### config.mk
export PLATFORM = sky130hd
export DESIGN_NAME = l2_l1_refill_ctrl
export DESIGN_NICKNAME = d
export VERILOG_FILES = /design/src/rtl/l2_l1_pkg.sv /design/src/rtl/line_assembler.sv /design/src/rtl/l2_l1_refill_ctrl.sv
export SDC_FILE = /design/constraint.sdc
export NUM_CORES = 1
export LEC_CHECK = 0
export BUFFER_PORTS_ARGS = -buffer_cell sky130_fd_sc_hd__buf_4
export CAP_MARGIN = 20
export CORE_AREA = 2 2 242 244
export CTS_CLUSTER_SIZE = 10
export DETAILED_ROUTE_END_ITERATION = 7
export DIE_AREA = 0 0 244 246
export PLACE_DENSITY = 0.61
export SYNTH_ARGS = -nofsm -noshare
export SYNTH_HDL_FRONTEND = slang
export SYNTH_SLANG_ARGS = --single-unit
### constraint.sdc
create_clock -name clk -period 1.53 [get_ports clk]
set_input_delay 0.153 -clock clk [delete_from_list [all_inputs] [get_ports clk]]
set_output_delay 0.153 -clock clk [all_outputs]
set_load 0.005 [all_outputs]
### src/rtl/l2_l1_pkg.sv
// Shared widths, FSM state type and address helper for the L2 -> L1-I refill path.
package l2_l1_pkg;

  localparam int LINE_W = 512;
  localparam int WORD_W = 32;
  localparam int IDX_W  = 6;
  localparam int OFS_W  = 6;
  localparam int BASE_W = 32 - OFS_W;
  localparam int CNT_W  = 4;

  typedef enum logic [1:0] {
    IDLE    = 2'd0,
    ISSUE   = 2'd1,
    WAIT    = 2'd2,
    DELIVER = 2'd3
  } refill_state_e;

  // Word-aligned address of one beat within a 64-byte line.
  function automatic logic [31:0] beatAddr(input logic [BASE_W-1:0] base,
                                           input logic [CNT_W-1:0]  beat);
    return {base, beat, 2'b00};
  endfunction

endpackage

### src/rtl/line_assembler.sv
// Line buffer that collects refill words into one cache line, one beat per write.
module line_assembler
  import l2_l1_pkg::*;
#(
  parameter int BEATS = 16
) (
  input  logic                     i_clk,
  input  logic                     i_clr,
  input  logic [WORD_W-1:0]        i_word,
  input  logic [$clog2(BEATS)-1:0] i_beat,
  input  logic                     i_we,
  output logic [LINE_W-1:0]        o_line
);

  localparam int BEAT_W = $clog2(BEATS);

  logic [LINE_W-1:0] r_line;

  // Contents persist between refills; only the addressed word is replaced.
  always_ff @(posedge i_clk) begin
    if (i_clr) begin
      r_line <= '0;
    end else begin
      for (int k = 0; k < BEATS; k++) begin
        if (i_we && (i_beat == BEAT_W'(k))) begin
          r_line[k*WORD_W +: WORD_W] <= i_word;
        end
      end
    end
  end

  assign o_line = r_line;

endmodule

### src/rtl/l2_l1_refill_ctrl.sv
// L1-I miss refill controller: fetches a 64-byte line as 16 single-outstanding word reads.
module l2_l1_refill_ctrl
  import l2_l1_pkg::*;
#(
  parameter int BEATS = 16
) (
  input  logic              clk,
  input  logic              rst,
  input  logic              miss_valid,
  input  logic [31:0]       miss_addr,
  output logic              miss_ready,
  output logic              mem_req_valid,
  output logic [31:0]       mem_req_addr,
  input  logic              mem_req_ready,
  input  logic              mem_rvalid,
  input  logic [31:0]       mem_rdata,
  output logic [LINE_W-1:0] read_data_L2_L1,
  output logic              refill,
  output logic [IDX_W-1:0]  refill_index,
  output logic              busy
);

  localparam logic [CNT_W-1:0] LAST_BEAT = CNT_W'(BEATS - 1);

  refill_state_e     r_state;
  refill_state_e     w_nextState;
  logic [CNT_W-1:0]  r_cnt;
  logic [CNT_W-1:0]  w_nextCnt;
  logic [BASE_W-1:0] r_lineBase;
  logic [BASE_W-1:0] w_nextBase;
  logic              w_beatWe;
  logic [OFS_W-1:0]  w_unusedOfs;

  assign w_unusedOfs = miss_addr[OFS_W-1:0];

  always_ff @(posedge clk) begin
    if (rst) begin
      r_state    <= IDLE;
      r_cnt      <= '0;
      r_lineBase <= '0;
    end else begin
      r_state    <= w_nextState;
      r_cnt      <= w_nextCnt;
      r_lineBase <= w_nextBase;
    end
  end

  // Read data only counts while a request is outstanding (WAIT); elsewhere it is dropped.
  always_comb begin
    w_nextState = r_state;
    w_nextCnt   = r_cnt;
    w_nextBase  = r_lineBase;
    w_beatWe    = 1'b0;
    unique case (r_state)
      IDLE: begin
        if (miss_valid) begin
          w_nextState = ISSUE;
          w_nextCnt   = '0;
          w_nextBase  = miss_addr[31:OFS_W];
        end
      end
      ISSUE: begin
        if (mem_req_ready) begin
          w_nextState = WAIT;
        end
      end
      WAIT: begin
        if (mem_rvalid) begin
          w_beatWe = 1'b1;
          if (r_cnt == LAST_BEAT) begin
            w_nextState = DELIVER;
          end else begin
            w_nextCnt   = r_cnt + CNT_W'(1);
            w_nextState = ISSUE;
          end
        end
      end
      DELIVER: begin
        w_nextState = IDLE;
      end
      default: begin
        w_nextState = IDLE;
      end
    endcase
  end

  line_assembler #(
    .BEATS (BEATS)
  ) u_lineAssembler (
    .i_clk  (clk),
    .i_clr  (rst),
    .i_word (mem_rdata),
    .i_beat (r_cnt),
    .i_we   (w_beatWe),
    .o_line (read_data_L2_L1)
  );

  assign miss_ready    = (r_state == IDLE);
  assign busy          = (r_state != IDLE);
  assign mem_req_valid = (r_state == ISSUE);
  assign mem_req_addr  = beatAddr(r_lineBase, r_cnt);
  assign refill        = (r_state == DELIVER);
  assign refill_index  = r_lineBase[IDX_W-1:0];

endmodule

== Word level (Yosys, flattened, before mapping) ==
Cells that the tools add are included.
W data, S select, Z words.

* Eq/ne operators: 22
* Mux-type cells: 11
* Add/subtract/negate cells: 1
* Reduce and logical (&&, ||, !) cells: 23

{| class="wikitable"
|+ Operator list
! operator !! count
|-
| $eq A4 B4 Y1 const B || 8
|-
| $eq A4 B3 Y1 const B || 4
|-
| $logic_and A1 B1 Y1 || 16
|-
| $mux W4 || 3
|-
| $eq A4 B2 Y1 const B || 2
|-
| $mux W2 || 4
|-
| $pmux W2 S4 || 1
|-
| $pmux W4 S2 || 1
|-
| $ne A2 B2 Y1 const B || 3
|-
| $add A4 B1 Y4 const B || 1
|-
| $eq A2 B2 Y1 const B || 2
|-
| $eq A4 B1 Y1 const B || 1
|-
| $logic_not A4 Y1 || 1
|-
| $reduce_and A4 Y1 || 1
|-
| $reduce_bool A2 Y1 || 2
|-
| $reduce_and A3 Y1 || 1
|-
| $eq A2 B1 Y1 const B || 1
|-
| $logic_not A2 Y1 || 1
|-
| $mux W1 || 2
|-
| $ne A2 B1 Y1 const B || 1
|-
| $reduce_and A2 Y1 || 1
|}

* Bits in registers: 544
* Output and inout bits: 554
* Input port bits: 69

== Logic depth before layout (Yosys ltp) ==
Gate-level depths: netlist of the first run.

* Depth after elaboration: 4
* Mapped depth: 8

== Cells and area by module ==
From an unflattened synthesis of the first run, not the netlist that was laid out.

* Cells, all modules: 1,935
* Area, all modules: 21,135.3 um^2

{| class="wikitable"
|+ Modules (own cells, without submodules)
! module !! seq. area each (um^2) !! cells each !! area each (um^2) !! times used
|-
| line_assembler || 10,249.8 || 1,772 || 19,776.5 || 1
|-
| l2_l1_refill_ctrl || 640.6 || 163 || 1,358.8 || 1
|}

== Worst setup path before layout of the first run ==
Ideal clock, no wire load.

* Path type: register -> register
* From: register r_cnt[0]
* To: register u_lineAssembler.r_line[459], in the netlist u_lineAssembler.o_line[459]
* Slack: -0.095 ns
* Arrival: 1.554 ns
* Stages on the path, launching flop included: 9
* Library setup time: 0.070 ns
* Buffers on the path: 3
* Period minus slack after synthesis: 1.625 ns
* Path through: dfxtp_1 -> inv_1 -> ha_1 -> nand2_1 -> buf_2 -> buf_2 -> clkbuf_1 -> o21ai_0 -> a21oi_1

* Cells in the longest elaborated chain, start to end: 2

{| class="wikitable"
|+ RTL lines
! element !! RTL line !! text
|-
| from (decl) || l2_l1_refill_ctrl.sv:27 || <nowiki>logic [CNT_W-1:0] r_cnt;</nowiki>
|-
| from (signal assigned) || l2_l1_refill_ctrl.sv:43 || <nowiki>r_cnt <= w_nextCnt;</nowiki>
|-
| $eq A4 B4 Y1 || line_assembler.sv:25 || <nowiki>if (i_we && (i_beat == BEAT_W'(k))) begin</nowiki>
|-
| $logic_and A1 B1 Y1 || line_assembler.sv:25 ||
|-
| to (signal, indexed assignment) || line_assembler.sv:26 || <nowiki>r_line[k*WORD_W +: WORD_W] <= i_word;</nowiki>
|-
| to (decl) || line_assembler.sv:17 || <nowiki>logic [LINE_W-1:0] r_line;</nowiki>
|}

Every way passes these cells.
A chain may end at the register's enable or synchronous reset.

== Worst setup path in the final report of the first run ==
* From: register r_state[1]
* To: register u_lineAssembler.r_line[23], in the netlist u_lineAssembler.o_line[23]

* Cells in the longest elaborated chain, start to end: 3

{| class="wikitable"
|+ RTL lines
! element !! RTL line !! text
|-
| from (decl) || l2_l1_refill_ctrl.sv:25 || <nowiki>refill_state_e r_state;</nowiki>
|-
| from (signal assigned) || l2_l1_refill_ctrl.sv:42 || <nowiki>r_state <= w_nextState;</nowiki>
|-
| $eq A2 B2 Y1 || l2_l1_refill_ctrl.sv:54 || <nowiki>unique case (r_state)</nowiki>
|-
| $mux W1 || l2_l1_refill_ctrl.sv:54 ||
|-
| $logic_and A1 B1 Y1 || line_assembler.sv:25 ||
|}

Every way passes these cells.

==> impl_metrics.tcl, run 1 <==
set metrics [dict create \
    outcome "complete, but fails checks" \
    violations "negative setup slack" \
    yosysSeqAreaShare_pct 51.6 \
    wire_length_of_the_first_global_routing_pass_um 144000 \
    postSynthRegisterBits 544 \
    initialDrtViolationCount 2929 \
    fin_setup_tns_ns -30.00 \
    min_from "mem_rdata[20]" \
    clockRootBuffer "sky130_fd_sc_hd__clkbuf_16" \
    crit_required_ns 2.01 \
    ff2ff_setup_slack_ns -0.20 \
    clock_tree.htree_level_count 3 \
    final_antenna_net_count 0 \
    postSynthCellCount 2589 \
    start_kind "register" \
    core_area_um2 57400 \
    post_synth_instance_area_um2 21100 \
    min_period_ns 1.73 \
    hold_path.class "in -> reg" \
    finished_layout_cells 4003 \
    ir_worst_vdd_uv 957 \
    worstSetupPathType "reg -> reg" \
    worst_r2r_path_depth 6 \
    dominantRegCellSynth "sky130_fd_sc_hd__dfxtp_1" \
    place.detailed.hpwl_um 60100 \
    setup_repair_after_global_routing_missed_its_margin "true" \
    power-per-cell-area_nw_per_um2 946 \
    final_layout_size_suffix_gt1_share_pct 37.9 \
    sinks_on_clock_net 544 \
    timing.slew.headroom_pct 60.4 \
    timing.final.hold_violations 0 \
    die_y_um 246 \
    worst_hold_path.endpoint "u_lineAssembler.o_line[404]" \
    r2r-start "r_state[1]" \
    timing_worst_slew_pin_value_ns 0.593 \
    globalplace.congestion 0.826 \
    buffer_ports.inserted 614 \
    yosysWarningCount 0 \
    synthesis.area_per_instance_um2 8.16 \
    synth_enable_flop_cells 0 \
    seqCellArea_um2 10900 \
    die_area_um2 60000 \
    viasPerCell 6.03 \
    initial_utilization_pct 36.8 \
    dpl_worst_slack_ns -0.0761 \
    globalRoute.totalOverflow 0 \
    detailedRoute.firstPassIterationCount 6 \
    critical_path_peak_fanout 18 \
    grt_pass1_vias 21800 \
    dp.cells 3758 \
    grt_max_degree 81 \
    clock_tree_from_tritoncts "yes" \
    floorplan.die.width_um 244 \
    cp_data_arrival_time_ns 2.21 \
    wirelength_um 106000 \
    finClkSkew_ns 0.0158 \
    endpoint_kind "register" \
    timing_max_transition_violations_final 0 \
    path_clk_slew_ns 0.06 \
    boundaryPins 623 \
    grt_util_all_layers_pct 31.8 \
    layout.nets 3291 \
    area_growth_syn_to_layout_pct 56.0 \
    post_layout_instance_area_um2 32900 \
    async_reset_ff_share_pct 0 \
    synth_cell_types 38 \
    period_share_pct 113 \
    placement_rows 88 \
    total_area_of_multi_input_combinational_cells_um2 9900 \
    max-cap-violations 0 \
    timing.fmax_ghz 0.579 \
    postLayoutSetupSlackWorst_ns -0.196 \
    postPlaceCellArea_um2 27000 \
    post_synth_main_area_contributors "sky130_fd_sc_hd__dfxtp_1 (52%), sky130_fd_sc_hd__a21oi_1 (13%), sky130_fd_sc_hd__nand3_1 (12%), sky130_fd_sc_hd__o21ai_0 (9.1%), sky130_fd_sc_hd__clkbuf_1 (3.4%)" \
    post_drt_wl_per_cell_um 26.5 \
    clockBufferDepth 3 \
    worst_skew_pair.late_latency_ns 0.61 \
    final.fill_count 4808 \
    critical_path.reg2reg.endpoint "u_lineAssembler.o_line[23]" \
    netlist.top_cell.by_area "sky130_fd_sc_hd__dfxtp_1" \
    routed-via-count 24200 \
    cts_made_buffers 66 \
    num_antenna_cells 0 \
    hold_ws_ns 0.0397 \
    report.final.setup_viol 457 \
    setup.worst_path.start "r_state[1]" \
    synth.top_cell.area_share_pct 51.6 \
    number_of_remaining_drc_errors 0 \
    total_leakage_power_nw 12.2 \
    hold_path_depth 3 \
    grt_antenna_before_repair 2 \
]
[power by group]
| part | internal [mW] | leakage, nW | switching (mW) |
|---|---|---|---|
| combinational | 0.767 | 6.91 | 1.49 |
| sequential | 14.2 | 4.39 | 0.0471 |
| clock | 8.46 | 0.932 | 6.17 |
| total | 23.5 | 12.2 | 7.70 |
[cells in the mapped netlist, types with 2 or more instances]
| cell type | n |
|---|---|
| sky130_fd_sc_hd__dfxtp_1 | 544 |
| sky130_fd_sc_hd__a21oi_1 | 542 |
| sky130_fd_sc_hd__nand3_1 | 513 |
| sky130_fd_sc_hd__o21ai_0 | 386 |
| sky130_fd_sc_hd__clkbuf_1 | 192 |
| sky130_fd_sc_hd__o21ai_1 | 127 |
| sky130_fd_sc_hd__buf_2 | 92 |
| sky130_fd_sc_hd__nand2_1 | 57 |
| sky130_fd_sc_hd__buf_4 | 40 |
| sky130_fd_sc_hd__buf_1 | 29 |
| sky130_fd_sc_hd__buf_6 | 15 |
| sky130_fd_sc_hd__and2_1 | 5 |
| sky130_fd_sc_hd__ha_1 | 4 |
| sky130_fd_sc_hd__inv_1 | 4 |
| sky130_fd_sc_hd__o211ai_1 | 4 |
| sky130_fd_sc_hd__nand2b_1 | 3 |
| sky130_fd_sc_hd__nand3b_1 | 3 |
| sky130_fd_sc_hd__nand4_1 | 3 |
| sky130_fd_sc_hd__nor2b_1 | 3 |
| sky130_fd_sc_hd__and4bb_2 | 2 |
| sky130_fd_sc_hd__clkbuf_2 | 2 |
| sky130_fd_sc_hd__nand4bb_1 | 2 |
| sky130_fd_sc_hd__o21ai_2 | 2 |
[kinds of logic (layout without fill, tap and decap cells)]
kind of cell	count (synthesis)	count (layout)	synth area share [%]
adder cells (fa/ha/maj)	4	4	0.237
other	1	2	0.0178
flip-flops	544	544	51.6
buffers and inverters	374	1021	8.45
AO/OA/AOI/OAI	1063	1063	25.3
AND/OR/NAND/NOR	603	604	14.4
[placed cells by master (no fill, tap or decap), types with 3 or more instances in the layout]
cell type / instances
sky130_fd_sc_hd__bufbuf_16: 3
sky130_fd_sc_hd__clkbuf_16: 90
sky130_fd_sc_hd__o21ai_1: 127
sky130_fd_sc_hd__buf_8: 10
sky130_fd_sc_hd__dfxtp_4: 3
sky130_fd_sc_hd__dlygate4sd3_1: 52
sky130_fd_sc_hd__ha_4: 3
sky130_fd_sc_hd__o211ai_1: 4
sky130_fd_sc_hd__nand3_4: 38
sky130_fd_sc_hd__buf_4: 708
sky130_fd_sc_hd__dfxtp_1: 538
sky130_fd_sc_hd__nand3_1: 452
sky130_fd_sc_hd__buf_6: 32
sky130_fd_sc_hd__nand4_1: 3
sky130_fd_sc_hd__nand2b_1: 3
sky130_fd_sc_hd__nor2b_1: 3
sky130_fd_sc_hd__a21oi_1: 455
sky130_fd_sc_hd__nand3_2: 23
sky130_fd_sc_hd__and2_4: 5
sky130_fd_sc_hd__nand2_1: 53
sky130_fd_sc_hd__a21oi_2: 87
sky130_fd_sc_hd__buf_12: 75
sky130_fd_sc_hd__clkbuf_8: 4
sky130_fd_sc_hd__buf_16: 28
sky130_fd_sc_hd__o21ai_2: 86
sky130_fd_sc_hd__nand3b_1: 3
sky130_fd_sc_hd__dfxtp_2: 3
sky130_fd_sc_hd__o21ai_0: 297
sky130_fd_sc_hd__clkbuf_1: 9
sky130_fd_sc_hd__nand2_4: 3
sky130_fd_sc_hd__o21ai_4: 5
[through the flow]
stage          total power [mW]  util (%)
5_1_grt                    31.9      57.4
3_3_place_gp               16.3      47.1
6_report                   31.2      57.4
2_1_floorplan              15.4         -
3_5_place_dp               16.3      47.1
4_1_cts                    30.9      53.7
[routing by layer]
metal	track usage (%)	up-vias	share of wire (%)
met1	40.0	11700	38
met5	0	-	0
li1	-	10400	-
met2	51.1	1613	46
met4	16.4	0	6.0
met3	6.92	382	11
[what timing repair did]
action,4_1_cts,5_1_grt
cloned,26,25
setup endpoints to repair,311,543
resized for setup,80,400
hold buffers,52,0
endpoints found under the hold margin,216,0
buffers inserted,34,26
pin swaps,7,68
[area by class of cell]
cell class	instances	area share [%]
clock buffer	82	5.51
clock inverter	6	0.300
inverter	4	0.0608
multi-input combinational	1673	30.0
sequential	544	33.1
tap	765	2.91
timing repair buffer	929	28.1
[critical path, stage by stage (launching register included)]
cell                      delay (ns)
sky130_fd_sc_hd__dfxtp_2        0.33
sky130_fd_sc_hd__buf_4          0.13
sky130_fd_sc_hd__or4b_4         0.57
sky130_fd_sc_hd__buf_6          0.19
sky130_fd_sc_hd__buf_16         0.16
sky130_fd_sc_hd__o21ai_2        0.13
sky130_fd_sc_hd__a21oi_1        0.10
[worst max-delay path by stage]
| stage | to | slack [ns] | depth (start not counted) |
|---|---|---|---|
| floorplan | u_lineAssembler.o_line[427] | -0.05 | 8 |
| global placement | u_lineAssembler.o_line[340] | -0.03 | 5 |
| detailed placement | u_lineAssembler.o_line[370] | -0.08 | 5 |
| CTS | miss_ready | -0.18 | 5 |
| global route | u_lineAssembler.o_line[23] | -0.23 | 6 |
| finish | u_lineAssembler.o_line[23] | -0.20 | 6 |
[flip-flops by register name, summed over array words and instances, names as in the netlist]
name                    count
r_lineBase                 26
r_state                     2
r_cnt                       4
u_lineAssembler.o_line    512
Note: power is estimated with default switching activity, not from simulation.
==> run 2, diff against run 1 <==
--- a/config.mk
+++ b/config.mk
@@ -5,12 +5,14 @@
 export SDC_FILE = /design/constraint.sdc
 export NUM_CORES = 1
 export LEC_CHECK = 0
+export ABC_AREA = 1
 export BUFFER_PORTS_ARGS = -buffer_cell sky130_fd_sc_hd__buf_4
 export CAP_MARGIN = 20
-export CORE_AREA = 2 2 242 244
+export CORE_AREA = 2 2 240 242
+export CTS_CLUSTER_DIAMETER = 50
 export CTS_CLUSTER_SIZE = 10
 export DETAILED_ROUTE_END_ITERATION = 7
-export DIE_AREA = 0 0 244 246
+export DIE_AREA = 0 0 242 244
 export PLACE_DENSITY = 0.61
 export SYNTH_ARGS = -nofsm -noshare
 export SYNTH_HDL_FRONTEND = slang
==> run 2 against run 1 <==
  * Critical path depth up 3
  * Sequential share of layout area up 3.1 points
  * Final cell count up 5.6%
  * Fmax rose by 3.9%
  * Largest power group unchanged
  * Worst setup slack improved by 0.065 ns
  * The flow still finishes with violations (negative setup slack)
  * Final area down 8.5%
  * First-iteration DRC count shrank 52%
  * Wire length shrank 21%
  * Highest routed layer is now met5
  * Die area down 1.6%
  * Utilization shrank 3.8 points
  * Clock power increased by 8%
==> impl_metrics.tcl, run 2 <==
set metrics [dict create \
    outcome "complete, but fails checks" \
    violations "negative setup slack" \
    cts_made_buffers 70 \
    clockBufferDepth 3 \
    postSynthRegisterBits 544 \
    num_antenna_cells 0 \
    synth.cells.most_frequent "sky130_fd_sc_hd__nand2_1 (992), sky130_fd_sc_hd__nor2_1 (645), sky130_fd_sc_hd__dfxtp_1 (544), sky130_fd_sc_hd__a21oi_1 (226), sky130_fd_sc_hd__buf_6 (72)" \
    yosysWarningCount 0 \
    grt_util_all_layers_pct 25.9 \
    endpoint_kind "register" \
    floorplan.die.width_um 242 \
    clock_power_share_pct 48.5 \
    area_growth_syn_to_layout_pct 48.8 \
    synth_cell_types 20 \
    setup.worst_path.start "r_state[1]" \
    start_kind "register" \
    initialDrtViolationCount 1409 \
    most-common-layout-cells "sky130_fd_sc_hd__nand2_1 (913), sky130_fd_sc_hd__buf_4 (661), sky130_fd_sc_hd__nor2_1 (642)" \
    wirelength_um 83800 \
    post_synth_main_area_contributors "sky130_fd_sc_hd__dfxtp_1 (54%), sky130_fd_sc_hd__nand2_1 (18%), sky130_fd_sc_hd__nor2_1 (12%), sky130_fd_sc_hd__a21oi_1 (5.6%), sky130_fd_sc_hd__buf_6 (4.0%)" \
    seqCellArea_um2 10900 \
    grt_max_degree 161 \
    grt_pass1_vias 17700 \
    finished_layout_cells 4226 \
    buffer_ports.inserted 614 \
    setup_repair_after_global_routing_missed_its_margin "true" \
    initial_utilization_pct 36.0 \
    routed-via-count 19900 \
    hold_path.class "in -> reg" \
    finClkSkew_ns 0.0182 \
    final.fill_count 5313 \
    postSynthCellCount 2721 \
    final_antenna_net_count 0 \
    dp.cells 4022 \
    yosysSeqAreaShare_pct 53.8 \
    timing_worst_slew_pin_value_ns 0.911 \
    timing.fmax_ghz 0.602 \
    core_area_um2 56200 \
    post_layout_instance_area_um2 30100 \
    cp_data_arrival_time_ns 2.17 \
    viasPerCell 4.71 \
    synth_most_common_cell "sky130_fd_sc_hd__nand2_1" \
    report.final.setup_viol 251 \
    clock_tree.htree_level_count 3 \
    max-cap-violations 0 \
    sw_frac_of_total_pct 23.7 \
    synthesis.area_per_instance_um2 7.44 \
    async_reset_ff_share_pct 0 \
    power.switching_mw 7.69 \
    dominantRegCellSynth "sky130_fd_sc_hd__dfxtp_1" \
    power-per-cell-area_nw_per_um2 1080 \
    period_share_pct 109 \
    die_area_um2 59000 \
    globalRoute.totalOverflow 0 \
    total_area_of_multi_input_combinational_cells_um2 8370 \
    fin_setup_tns_ns -6.97 \
    globalplace.congestion 0.809 \
    worst_r2r_path_depth 9 \
    min_period_ns 1.66 \
    crit_end "u_lineAssembler.o_line[500]" \
    postPlaceCellArea_um2 25800 \
    placement_rows 87 \
    critical_path.reg2reg.endpoint "u_lineAssembler.o_line[500]" \
    crit_required_ns 2.04 \
    worstSetupPathType "reg -> reg" \
    largest_register_ffs 512 \
    sinks_on_clock_net 544 \
    synth_enable_flop_cells 0 \
    clockRootBuffer "sky130_fd_sc_hd__clkbuf_16" \
    seq_power_share_pct 44.5 \
    internal_power_mw 24.7 \
    final_power_mw 32.4 \
    postLayoutSetupSlackWorst_ns -0.131 \
    critical_path_peak_fanout 8 \
    place.detailed.hpwl_um 52900 \
    ff2ff_setup_slack_ns -0.13 \
    boundaryPins 623 \
    die_y_um 244 \
    mostFrequentLayoutCell "sky130_fd_sc_hd__nand2_1" \
    path_clk_slew_ns 0.05 \
    number_of_remaining_drc_errors 0 \
    post_synth_instance_area_um2 20200 \
    clock_tree_from_tritoncts "yes" \
    total_leakage_power_nw 13.1 \
    timing.slew.headroom_pct 38.9 \
    netlist.top_cell.by_area "sky130_fd_sc_hd__dfxtp_1" \
    r2r-start "r_state[1]" \
    timing.final.hold_violations 0 \
    timing_max_transition_violations_final 0 \
    wire_length_of_the_first_global_routing_pass_um 115000 \
    ir_worst_vdd_uv 699 \
    post_drt_wl_per_cell_um 19.8 \
    worst_skew_pair.late_latency_ns 0.59 \
    final_layout_size_suffix_gt1_share_pct 28.8 \
    layout.nets 3518 \
    grt_antenna_before_repair 1 \
    pwr-share-comb_pct 7.0 \
    synth.top_cell.area_share_pct 53.8 \
    detailedRoute.firstPassIterationCount 8 \
]
-- run 2: how the worst min path moves through the flow --
stage	from	end	depth (start not counted)
after global routing	mem_rdata[4]	u_lineAssembler.o_line[228]	4
final	mem_rdata[4]	u_lineAssembler.o_line[196]	4
after CTS	mem_rdata[1]	u_lineAssembler.o_line[225]	4
after global placement	miss_addr[26]	r_lineBase[20]	3
after detailed placement	miss_addr[15]	r_lineBase[9]	3
after floorplan	mem_rdata[1]	u_lineAssembler.o_line[129]	2
-- run 2: worst max-delay path, cell delays in order (launching register included) --
cell,delay [ns]
sky130_fd_sc_hd__dfxtp_4,0.38
sky130_fd_sc_hd__inv_4,0.04
sky130_fd_sc_hd__nor2_4,0.18
sky130_fd_sc_hd__nand2_8,0.10
sky130_fd_sc_hd__buf_6,0.14
sky130_fd_sc_hd__nor2_8,0.19
sky130_fd_sc_hd__buf_12,0.14
sky130_fd_sc_hd__clkbuf_16,0.14
sky130_fd_sc_hd__o21ai_0,0.09
sky130_fd_sc_hd__a21oi_1,0.15
-- run 2: metal layers --
layer | track usage [%] | wire length, um | vias to the layer above
met5 | 0 | 13 | -
met4 | 10.1 | 3220 | 2
met3 | 7.53 | 6620 | 169
met2 | 42.8 | 39700 | 783
met1 | 31.9 | 34200 | 9146
li1 | - | - | 9784
-- run 2: stage by stage --
stage,setup WS [ns],utilization [%],hold WS [ns]
2_1_floorplan,0.118,-,0.300
3_5_place_dp,-0.0819,46.0,0.411
4_1_cts,-0.0579,51.7,0.00298
6_report,-0.131,53.6,0.0418
3_3_place_gp,-0.0713,46.0,0.404
5_1_grt,-0.196,53.6,0.0193
-- run 2: repair_timing --
action	CTS	global route
gates cloned	9	22
gates resized for setup	37	151
pin swaps	3	36
setup endpoints to repair	288	484
hold buffers	57	0
endpoints found under the hold margin	174	0
setup buffers	12	10
-- run 2: logic make-up after synthesis --
group / count (synthesis) / share of synthesized area (%)
DFF: 544 / 53.8
AOI/OAI and AO/OA: 286 / 7.07
adders and majority gates: 4 / 0.247
buffers and inverters: 222 / 7.17
other: 1 / 0.0185
and+or+nand+nor: 1664 / 31.7
-- run 2: final cells by class --
| cell class | count | area share (%) |
|---|---|---|
| Clock buffer | 85 | 6.52 |
| Clock inverter | 12 | 0.569 |
| Inverter | 54 | 0.714 |
| Multi-Input combinational cell | 1956 | 27.8 |
| Sequential cell | 544 | 36.2 |
| Tap cell | 756 | 3.14 |
| Timing Repair Buffer | 819 | 25.1 |
-- run 2: power groups by stage --
stage | clock, mW | sequential [mW] | combinational [mW]
floorplan | 0 | 14.7 | 0.861
global placement | 0 | 14.7 | 2.00
detailed placement | 0 | 14.7 | 2.00
CTS | 15.9 | 14.4 | 2.16
global route | 16.6 | 14.4 | 2.43
finish | 15.7 | 14.4 | 2.27
==> run 3, diff against run 2 <==
--- a/config.mk
+++ b/config.mk
@@ -6,14 +6,14 @@
 export NUM_CORES = 1
 export LEC_CHECK = 0
 export ABC_AREA = 1
-export BUFFER_PORTS_ARGS = -buffer_cell sky130_fd_sc_hd__buf_4
 export CAP_MARGIN = 20
-export CORE_AREA = 2 2 240 242
+export CORE_AREA = 2 2 244 246
 export CTS_CLUSTER_DIAMETER = 50
 export CTS_CLUSTER_SIZE = 10
 export DETAILED_ROUTE_END_ITERATION = 7
-export DIE_AREA = 0 0 242 244
-export PLACE_DENSITY = 0.61
+export DIE_AREA = 0 0 246 248
+export DONT_BUFFER_PORTS = 1
+export PLACE_DENSITY = 0.49
 export SYNTH_ARGS = -nofsm -noshare
 export SYNTH_HDL_FRONTEND = slang
 export SYNTH_SLANG_ARGS = --single-unit
==> run 3 against run 2 <==
  * The flow finishes with violations (negative hold slack, negative setup slack)
  * Wire length grew 0.86%
  * Global-route usage shrank 1.7 points
  * Fmax grew 0.67%
  * Clock power hardly changed
  * Highest routed layer unchanged
==> impl_metrics.tcl, run 3 (synthesis gave the netlist of run 2 again) <==
set metrics [dict create \
    timing_max_transition_violations_final 0 \
    worst_skew_pair.late_latency_ns 0.61 \
    clockRootBuffer "sky130_fd_sc_hd__clkbuf_16" \
    postLayoutSetupSlackWorst_ns -0.120 \
    total_leakage_power_nw 10.7 \
    boundaryPins 623 \
    timing.slew.headroom_pct 48.7 \
    period_share_pct 108 \
    number_of_remaining_drc_errors 0 \
    floorplan.die.width_um 246 \
    ir_worst_vdd_uv 875 \
    detailedRoute.firstPassIterationCount 5 \
    final_antenna_net_count 0 \
    critical_path_peak_fanout 5 \
    routed-via-count 18500 \
    grt_pass1_vias 17000 \
    largest_register_ffs 512 \
    hold_path.class "in -> reg" \
    area_growth_syn_to_layout_pct 36.5 \
    die_area_um2 61000 \
    path_clk_slew_ns 0.06 \
    place.detailed.hpwl_um 48200 \
    initialDrtViolationCount 1025 \
    globalRoute.totalOverflow 0 \
    grt_util_all_layers_pct 24.2 \
    start_kind "register" \
    initial_utilization_pct 34.6 \
    violations "negative hold slack, negative setup slack" \
    fin_setup_tns_ns -15.42 \
    cts.hold.buffers_added 65 \
    setup_repair_after_global_routing_missed_its_margin "true" \
    buffer_ports.inserted 0 \
    die_y_um 248 \
    final.fill_count 5629 \
    timing.fmax_ghz 0.606 \
    power-per-cell-area_nw_per_um2 1150 \
    total_area_of_multi_input_combinational_cells_um2 9280 \
    worstSetupPathType "reg -> reg" \
    globalplace.congestion 0.834 \
    outcome "complete, but fails checks" \
    core_area_um2 58500 \
    timing.final.hold_violations 193 \
    final_layout_size_suffix_gt1_share_pct 22.6 \
    endpoint_kind "register" \
    seqCellArea_um2 10900 \
    report.final.setup_viol 341 \
    wirelength_um 84600 \
    most-common-layout-cells "sky130_fd_sc_hd__nand2_1 (795), sky130_fd_sc_hd__nor2_1 (622), sky130_fd_sc_hd__dfxtp_1 (538)" \
    timing_worst_slew_pin_value_ns 0.766 \
    viasPerCell 5.00 \
    max-cap-violations 0 \
    finClkSkew_ns 0.0296 \
    wire_length_of_the_first_global_routing_pass_um 111000 \
    post_drt_wl_per_cell_um 22.8 \
    cts_made_buffers 71 \
    grt_antenna_before_repair 6 \
    crit_required_ns 2.06 \
    cp_data_arrival_time_ns 2.18 \
    grt_max_degree 195 \
    mostFrequentLayoutCell "sky130_fd_sc_hd__nand2_1" \
    placement_rows 89 \
    sinks_on_clock_net 544 \
    clock_tree_from_tritoncts "yes" \
    clock_tree.htree_level_count 3 \
    hold_ws_ns -0.380 \
    clockBufferDepth 3 \
    min_period_ns 1.65 \
    layout.nets 2975 \
]
[run 3: where the power goes]
group          internal [mW]  switching, mW
logic                  0.606           1.14
registers               14.3          0.166
clock network           9.39           6.27
total                   24.3           7.58
[run 3: timing repair]
action | CTS | global route
hold endpoints to repair | 388 | 193
gates resized for setup | 86 | 430
setup buffers | 30 | 10
pin swaps | 33 | 158
setup endpoints to repair | 200 | 489
gates cloned | 20 | 39
[run 3: critical path, stage by stage, from the launching register on]
cell and delay, ns:
sky130_fd_sc_hd__dfxtp_2 0.33, sky130_fd_sc_hd__buf_6 0.12, sky130_fd_sc_hd__nor2_4 0.13, sky130_fd_sc_hd__nand2_4 0.09
sky130_fd_sc_hd__buf_6 0.13, sky130_fd_sc_hd__nor2_4 0.20, sky130_fd_sc_hd__buf_6 0.18, sky130_fd_sc_hd__clkbuf_16 0.18
sky130_fd_sc_hd__nand2_2 0.06, sky130_fd_sc_hd__a21oi_2 0.13
[run 3: final cells by class]
type,count,share of cell area (%)
inverters,54,0.924
repair buffers,275,14.7
flip-flops and latches,544,39.5
diodes,2,0.0181
clock buffers,83,7.08
clock inverters,16,0.779
multi-input cells,1956,33.6
well taps,773,3.50
[run 3: final timing paths]
path | start | to | slack, ns | depth (start not counted)
worst max-delay path | r_state[0] | u_lineAssembler.o_line[243] | -0.12 | 9
worst min-delay path | rst | u_lineAssembler.o_line[172] | -0.38 | 1
worst max register to register | r_state[0] | u_lineAssembler.o_line[243] | -0.12 | 9
worst min register to register | u_lineAssembler.o_line[146] | u_lineAssembler.o_line[146] | 0.48 | 2
[run 3: stage by stage]
step / instances / util (%) / setup WS [ns] / power (mW) / instance area, um^2
after global placement: 3441 / 36.4 / -0.0513 / 16.0 / 21300
after CTS: 3655 / 43.2 / -0.119 / 32.0 / 25200
after detailed placement: 3441 / 36.4 / -0.0807 / 16.0 / 21300
final: 3703 / 47.3 / -0.120 / 31.9 / 27600
after floorplan: 2722 / - / 0.118 / 15.6 / 20200
after global routing: 3701 / 47.3 / -0.219 / 32.9 / 27600
[run 3: layer usage]
layer,GRT usage [%],vias to the layer above,routed length [um],part of all wire [%]
met5,0,-,27,0.032
li1,-,8718,-,-
met4,10.3,4,4360,5.2
met2,40.2,806,40900,48
met1,28.1,8775,30700,36
met3,8.94,230,8500,10
